`config.mk`:
```
export PLATFORM = sky130hd
export DESIGN_NAME = stripe_n_lanes
export DESIGN_NICKNAME = d
export VERILOG_FILES = /design/src/rtl/stripe_n_lanes.sv
export SDC_FILE = /design/constraint.sdc
export NUM_CORES = 1
export LEC_CHECK = 0
export ABC_CLOCK_PERIOD_IN_PS = 2180
export CORE_MARGIN = 2
export CORE_UTILIZATION = 38
export DETAILED_ROUTE_END_ITERATION = 10
export HOLD_SLACK_MARGIN = 0.12
export PLACE_DENSITY = 0.71
export SLEW_MARGIN = 20
export SYNTH_ARGS = -nofsm -noshare
export SYNTH_HDL_FRONTEND = slang
export SYNTH_SLANG_ARGS = --single-unit
```
`constraint.sdc`:
```
create_clock -name clk_2f -period 2.18 [get_ports clk_2f]
set_input_delay 0.218 -clock clk_2f [delete_from_list [all_inputs] [get_ports clk_2f]]
set_output_delay 0.218 -clock clk_2f [all_outputs]
set_load 0.03 [all_outputs]
```
`src/rtl/stripe_n_lanes.sv`:
```
// Serial-to-parallel lane striper: round-robin passthrough, or aligned groups of
// LANES words with flush for partial groups. One clock, synchronous reset.

module stripe_lane #(
    parameter int WIDTH = 32
) (
    input  logic             clk_2f,
    input  logic             reset,
    input  logic             slot_we,
    input  logic             out_we,
    input  logic             take_in,
    input  logic [WIDTH-1:0] data_in,
    output logic [WIDTH-1:0] lane_data,
    output logic             lane_valid
);
    logic [WIDTH-1:0] slot_q;

    always_ff @(posedge clk_2f) begin
        if (reset) begin
            slot_q     <= '0;
            lane_data  <= '0;
            lane_valid <= 1'b0;
        end else begin
            if (slot_we)
                slot_q <= data_in;
            // The word arriving this cycle bypasses its slot so it lands in the same emission.
            if (out_we)
                lane_data <= take_in ? data_in : slot_q;
            lane_valid <= out_we;
        end
    end
endmodule

module stripe_n_lanes #(
    parameter int WIDTH = 32,
    parameter int LANES = 2
) (
    input  logic                   clk_2f,
    input  logic                   reset,
    input  logic                   mode,
    input  logic                   flush,
    input  logic [WIDTH-1:0]       data_in,
    input  logic                   valid_in,
    output logic [LANES*WIDTH-1:0] lane_data,
    output logic [LANES-1:0]       lane_valid,
    output logic [15:0]            group_count,
    output logic                   drop
);
    localparam int PW = $clog2(LANES);

    logic                               mode_q;
    logic [PW-1:0]                      ptr;
    logic [LANES-1:0][WIDTH-1:0]        lane_q;
    logic [LANES-1:0]                   hit, in_grp, out_we, slot_we;
    logic [PW:0]                        grp_end;
    logic                               mode_chg, at_last, ptr_nz, emit_al, grp_inc;

    assign mode_chg = mode != mode_q;
    assign at_last  = ptr == PW'(LANES - 1);
    assign ptr_nz   = ptr != '0;
    // Aligned emission: full group on the last word, or a partial group on flush.
    assign emit_al  = mode_q & ((valid_in & (at_last | flush)) | (~valid_in & flush & ptr_nz));
    assign grp_end  = {1'b0, ptr} + {{PW{1'b0}}, valid_in};
    assign grp_inc  = ~mode_chg & (mode_q ? emit_al : (valid_in & at_last));

    for (genvar k = 0; k < LANES; k++) begin : g_lane
        assign hit[k]     = valid_in & (ptr == PW'(k));
        assign in_grp[k]  = (PW+1)'(k) < grp_end;
        assign out_we[k]  = ~mode_chg & (mode_q ? (emit_al & in_grp[k]) : hit[k]);
        assign slot_we[k] = ~mode_chg & mode_q & hit[k];

        stripe_lane #(.WIDTH(WIDTH)) u_lane (
            .clk_2f     (clk_2f),
            .reset      (reset),
            .slot_we    (slot_we[k]),
            .out_we     (out_we[k]),
            .take_in    (hit[k]),
            .data_in    (data_in),
            .lane_data  (lane_q[k]),
            .lane_valid (lane_valid[k])
        );
    end

    assign lane_data = lane_q;

    always_ff @(posedge clk_2f) begin
        if (reset) begin
            mode_q      <= 1'b0;
            ptr         <= '0;
            group_count <= '0;
            drop        <= 1'b0;
        end else begin
            drop <= mode_chg & (ptr_nz | valid_in);
            if (grp_inc)
                group_count <= group_count + 16'd1;
            if (mode_chg) begin
                mode_q <= mode;
                ptr    <= '0;
            end else if (mode_q ? emit_al : (valid_in & at_last)) begin
                ptr <= '0;
            end else if (valid_in) begin
                ptr <= ptr + PW'(1);
            end
        end
    end
endmodule
```
==> impl_metrics.json, run 1 <==
{
  "status": "finished, final reports clean",
  "p_comb_share_pct": 13.4,
  "ir_drop_mv": 0.4689,
  "viasPerCell": 5.211,
  "ant_nets": 0,
  "dpl_cell_area_um2": 6026,
  "synth_enable_flop_cells": 0,
  "hold_viol": 0,
  "routed_wl_um": 12520,
  "synth_mux_area_share_pct": 0.6688,
  "clkPwrFrac_pct": 49.3,
  "cts_max_level": 4,
  "p_total_uw": 6138,
  "synth_compound_area_share_pct": 19.93,
  "crit_path_max_fanout": 19,
  "finalClockSkew_ps": 4.849,
  "post-cts-setup-buffer-count": 0,
  "path_class": "reg -> reg",
  "setup-violations-final": 0,
  "worst_pin_slew_ps": 575.3,
  "ys_types": 36,
  "drtPass1Iterations": 4,
  "clock_latency_ps": 400,
  "grt_first_pass_wirelength_um": 20750,
  "fin_nets": 729,
  "core_um2": 12010,
  "power.net_switching_uw": 1458,
  "syn_nets": 621,
  "synthSimpleGateAreaFrac_pct": 23.06,
  "fp.dieW_um": 114.9,
  "die_h_um": 114.9,
  "ys_seq_elements": 117,
  "synth-async-reset-ratio_pct": 0,
  "cp_top_family": "simple AND/OR/NAND/NOR gates",
  "numCtsBuffers": 17,
  "yosys.area_share.xor_xnor_pct": 0.5618,
  "cp.arrival_ps": 2240,
  "grt_pass1_vias": 4304,
  "clk_pin_slew_ps": 50,
  "p_per_area_nw_per_um2": 919.6,
  "worstPathRequired_ps": 2510,
  "crit_path_start_kind": "flip-flop",
  "tns_ps": 0,
  "port-buffer-count": 119,
  "std_cell_rows": 40,
  "fin_crit_sh_pct": 87.78,
  "drv_cap": 0,
  "power.internal_uw": 4680,
  "wire_per_inst_um": 14.73,
  "fmax_ghz": 0.5226,
  "clock_sinks": 117,
  "synth_cells": 582,
  "rsz0062_at_grt": "no",
  "wl_met3_um": 749,
  "dr.max_layer_used": "met4",
  "grt_usage_pct": 19.83,
  "most-common-layout-cells": "200 x nand2_1, 118 x clkdlybuf4s50_1, 117 x dfxtp_1",
  "antenna_found_initial": 0,
  "via_count": 4429,
  "wl_met2_um": 6285,
  "slew_headroom_pct": 61.65,
  "dieArea_um2": 13210,
  "cts_resized": 0,
  "cp-end-kind": "flip-flop",
  "drc": 0,
  "n_antenna_cell": 0,
  "place_hpwl_um": 8467,
  "start_util_pct": 38.94,
  "drtIter0Drc": 229,
  "syn2layout_area_growth_pct": 42.72,
  "met1Wirelength_um": 5353,
  "hold_class": "in -> reg",
  "slowest_stage": "or4_1",
  "cts_tree": "yes",
  "reg2reg_from": "mode_q$_SDFFE_PP0P_",
  "min_from": "reset",
  "gp_congestion": 0.7065,
  "critPathLaunch": "mode_q$_SDFFE_PP0P_",
  "yosys_warnings": 0,
  "synth-adder-area-share_pct": 0.5350,
  "cts_hold_buffers": 0,
  "synth_ff_type": "dfxtp_1",
  "cpPeakStageDelay_ps": 580,
  "grt_max_degree": 66,
  "leakage_uw": 0.002257,
  "post-route-min-period_ps": 1914,
  "path_buf_inv": 1,
  "switching_share_pct": 23.75,
  "layout_commonest_cell": "nand2_1",
  "synth.area.top_cells": "dfxtp_1 50%, nand2_1 16%, a21oi_1 11%",
  "final_core_util_pct": 55.57,
  "root_buffer": "clkbuf_16",
  "slew_viol_final": 0,
  "io_pins": 120,
  "synth_top_family_by_area": "simple AND/OR/NAND/NOR gates",
  "synth.yosys.seq_area_share_pct": 50.08,
  "hold_ws_ps": 297.3,
  "clk_path_buf_depth": 2,
  "synth_area_um2": 4677,
  "drive_gt1_share_pct": 8.677,
  "seq_power_share_pct": 37.4,
  "yosys.area.top_type_share_pct": 50.08,
  "grt-ovfl-total": 0,
  "yosysTopAreaCell": "dfxtp_1",
  "stdcell_area_um2": 6675,
  "syn_area_per_cell_um2": 8.036,
  "path_cells": "ha_1 > inv_1 > nand4_4 > or4_1 > a21oi_1"
}
[synthesized netlist by cell type (3+ instances only)]
cell / n
dfxtp_1: 117
a21oi_1: 107
nor2_1: 8
o21ai_0: 6
buf_6: 3
buf_2: 10
nand3_1: 6
or4_1: 7
nand2_1: 200
a311oi_1: 32
clkbuf_1: 35
nand4_1: 4
nor2b_1: 5
o31ai_1: 6
or3_1: 5
[metrics by stage]
step | cells | setup WS, ps
after CTS | 850 | 267.9
after global placement | 818 | 113.3
after detailed placement | 818 | 31.76
after global routing | 850 | 112.7
final | 850 | 266.3
after floorplan | 582 | 317.8
[logic make-up after synthesis]
logic type | after synthesis
AO/OA/AOI/OAI | 155
XOR/XNOR | 3
adder cells (fa/ha/maj) | 2
buffers and inverters | 53
flip-flops | 117
multiplexers | 3
AND/OR/NAND/NOR | 249
[path summary, 6_finish.rpt]
kind / end / slack [ps] / depth (start not counted)
max reg2reg: group_count[13]$_SDFFE_PP0P_ / 270 / 5
min: group_count[0]$_SDFFE_PP0P_ / 300 / 2
max: group_count[13]$_SDFFE_PP0P_ / 270 / 5
min reg2reg: g_lane[0].u_lane.slot_q[31]$_SDFFE_PP0P_ / 450 / 2
[power by group through the flow]
stage,combinational (µW),clock [µW],sequential [µW]
2_1_floorplan,312,0,2480
3_3_place_gp,813,0,2330
3_5_place_dp,827,0,2340
4_1_cts,829,3080,2290
5_1_grt,887,3180,2300
6_report,820,3020,2300
[final cells by class]
type	instances	area, µm²
Fill cell	1114	5336
Sequential cell	117	2342
Clock inverter	10	175.2
Inverter	1	3.754
Timing Repair Buffer	141	1391
Clock buffer	22	474.2
Tap cell	147	183.9
Multi-Input combinational cell	412	2105
[metal layers]
layer  vias up  GRT usage, %
li1       2224             -
met1      2078         23.58
met2       117         34.04
met3        10         5.430
met4         0         7.791
met5         -             0
[sequential cells by signal, indices dropped and copies added (netlist names)]
register                  count
drop                          1
g_lane.u_lane.slot_q         32
g_lane.u_lane.lane_data      64
group_count                  16
mode_q                        1
at_last                       1
g_lane.u_lane.lane_valid      2
Note: power is estimated with default switching activity, not from simulation.
==> run 2: changes to the inputs <==
--- a/config.mk
+++ b/config.mk
@@ -5,12 +5,12 @@
 export SDC_FILE = /design/constraint.sdc
 export NUM_CORES = 1
 export LEC_CHECK = 0
-export ABC_CLOCK_PERIOD_IN_PS = 2180
 export CORE_MARGIN = 2
 export CORE_UTILIZATION = 38
 export DETAILED_ROUTE_END_ITERATION = 10
 export HOLD_SLACK_MARGIN = 0.12
 export PLACE_DENSITY = 0.71
+export SETUP_SLACK_MARGIN = 0.15
 export SLEW_MARGIN = 20
 export SYNTH_ARGS = -nofsm -noshare
 export SYNTH_HDL_FRONTEND = slang
==> constraint.sdc (replaced) <==
create_clock -name clk_2f -period 2.47 [get_ports clk_2f]
set_input_delay 0.247 -clock clk_2f [delete_from_list [all_inputs] [get_ports clk_2f]]
set_output_delay 0.247 -clock clk_2f [all_outputs]
set_load 0.03 [all_outputs]
==> run 2 against run 1 <==
  * First-iteration DRC count is 8.3% higher
  * Sequential cell count did not move
  * Final cell count is the same
  * Critical path type unchanged
  * Largest power group unchanged
  * Highest routed layer unchanged
==> impl_metrics.json, run 2 (synthesis gave the netlist of run 1 again) <==
{
  "reg_top3": "g_lane.u_lane.lane_data x64, g_lane.u_lane.slot_q x32, group_count x16",
  "setup-violations-final": 0,
  "layout_commonest_cell": "nand2_1",
  "cts_tree": "yes",
  "fmax_ghz": 0.5085,
  "path_class": "reg -> reg",
  "tns_ps": 0,
  "grt_usage_pct": 19.51,
  "clk_path_buf_depth": 2,
  "finalClockSkew_ps": 12.07,
  "p_per_area_nw_per_um2": 776.6,
  "drtIter0Drc": 248,
  "grt_pass1_vias": 4211,
  "core_um2": 12010,
  "ant_nets": 0,
  "drv_cap": 0,
  "fp.dieW_um": 114.9,
  "dpl_cell_area_um2": 6008,
  "slew_viol_final": 0,
  "io_pins": 120,
  "cts_hold_buffers": 0,
  "antenna_found_initial": 0,
  "cp.arrival_ps": 2300,
  "syn2layout_area_growth_pct": 40.77,
  "hold_ws_ps": 315.2,
  "start_util_pct": 38.94,
  "grt_max_degree": 68,
  "n_antenna_cell": 0,
  "cpPeakStageDelay_ps": 590,
  "final_core_util_pct": 54.81,
  "die_h_um": 114.9,
  "hold-path-cell-count": 2,
  "most-common-layout-cells": "200 x nand2_1, 118 x clkdlybuf4s50_1, 117 x dfxtp_1",
  "rsz0062_at_grt": "no",
  "stdcell_area_um2": 6584,
  "cts_max_level": 4,
  "slew_headroom_pct": 62.29,
  "cp-end-kind": "flip-flop",
  "drtPass1Iterations": 4,
  "worst_pin_slew_ps": 565.7,
  "clk_pin_slew_ps": 50,
  "status": "finished, final reports clean",
  "crit_path_max_fanout": 21,
  "via_count": 4496,
  "ir_drop_mv": 0.5358,
  "port-buffer-count": 119,
  "drive_gt1_share_pct": 8.819,
  "fin_nets": 730,
  "fin_crit_sh_pct": 79.62,
  "drc": 0,
  "clock_latency_ps": 410,
  "regMostFlops": "g_lane.u_lane.lane_data",
  "worstPathRequired_ps": 2800,
  "gp_congestion": 0.7388,
  "post-route-min-period_ps": 1967,
  "routed_wl_um": 12730,
  "std_cell_rows": 40,
  "wire_per_inst_um": 14.97,
  "cts_resized": 0,
  "place_hpwl_um": 8623,
  "r2r_cells": 5,
  "hold_class": "in -> reg",
  "post-cts-setup-buffer-count": 0,
  "leakage_uw": 0.002218,
  "hold_viol": 0,
  "largest_register_ffs": 64,
  "crit_path_start_kind": "flip-flop",
  "viasPerCell": 5.289,
  "grt-ovfl-total": 0,
  "dieArea_um2": 13210,
  "root_buffer": "clkbuf_16",
  "fillerInstances": 1122,
  "path_cells": "ha_1 > inv_1 > nand4_4 > or4_1 > a21oi_1",
  "fin_cells": 850,
  "numCtsBuffers": 17,
  "place_inst": 819,
  "slowest_stage": "or4_1",
  "clock_sinks": 117,
  "grt_first_pass_wirelength_um": 20330
}
-- run 2: cell count changes in the layout (fill, tap and decap cells not counted), sizes merged --
| cell | before | now |
|---|---|---|
| bufinv | 5 | 2 |
| clkinvlp | 0 | 2 |
| buf | 23 | 24 |
| clkbuf | 22 | 21 |
| clkinv | 5 | 6 |
-- run 2: layout make-up --
cell class	instances	area, µm²	share of cell area (%)
timing repair buffer	142	1374	20.87
clock inverter	10	105.1	1.596
tap	147	183.9	2.794
inverter	1	3.754	0.05701
multi-input combinational	412	2105	31.97
sequential	117	2342	35.58
clock buffer	21	470.5	7.146
-- run 2: critical path, delay by kind of cell (launching register included) --
kind                     cells  cell delay (ps)
AND/OR/NAND/NOR              2              840
flip-flops                   1              460
AO/OA/AOI/OAI                1              160
adder cells (fa/ha/maj)      1              300
buffers and inverters        1              130
-- run 2: stage by stage --
| stage | power [µW] | worst slack (ps) |
|---|---|---|
| floorplan | 2464 | 607.8 |
| global placement | 2772 | 335.5 |
| detailed placement | 2790 | 255.3 |
| CTS | 5166 | 483.0 |
| global route | 5295 | 358.8 |
| finish | 5113 | 503.5 |
-- run 2: final timing paths --
| check | start | endpoint | slack [ps] |
|---|---|---|---|
| min reg2reg | g_lane[1].u_lane.lane_data[3]$_SDFFE_PP0P_ | g_lane[1].u_lane.lane_data[3]$_SDFFE_PP0P_ | 450 |
| max reg2reg | mode_q$_SDFFE_PP0P_ | group_count[11]$_SDFFE_PP0P_ | 500 |
| min | reset | group_count[0]$_SDFFE_PP0P_ | 320 |
| max | mode_q$_SDFFE_PP0P_ | group_count[11]$_SDFFE_PP0P_ | 500 |
-- run 2: where the power goes --
group	internal (µW)	switching [µW]	total, µW	leakage, µW
Clock	1540	824	2370	0.000284
Combinational	293	426	719	0.000984
Sequential	1970	51.9	2030	0.000949
Total	3810	1300	5110	0.00222
-- run 2: layer usage --
| metal | wire [µm] | GRT usage [%] |
|---|---|---|
| met2 | 6316 | 33.29 |
| met4 | 252 | 8.193 |
| met3 | 726 | 5.588 |
| met5 | 0 | 0 |
| met1 | 5433 | 22.99 |
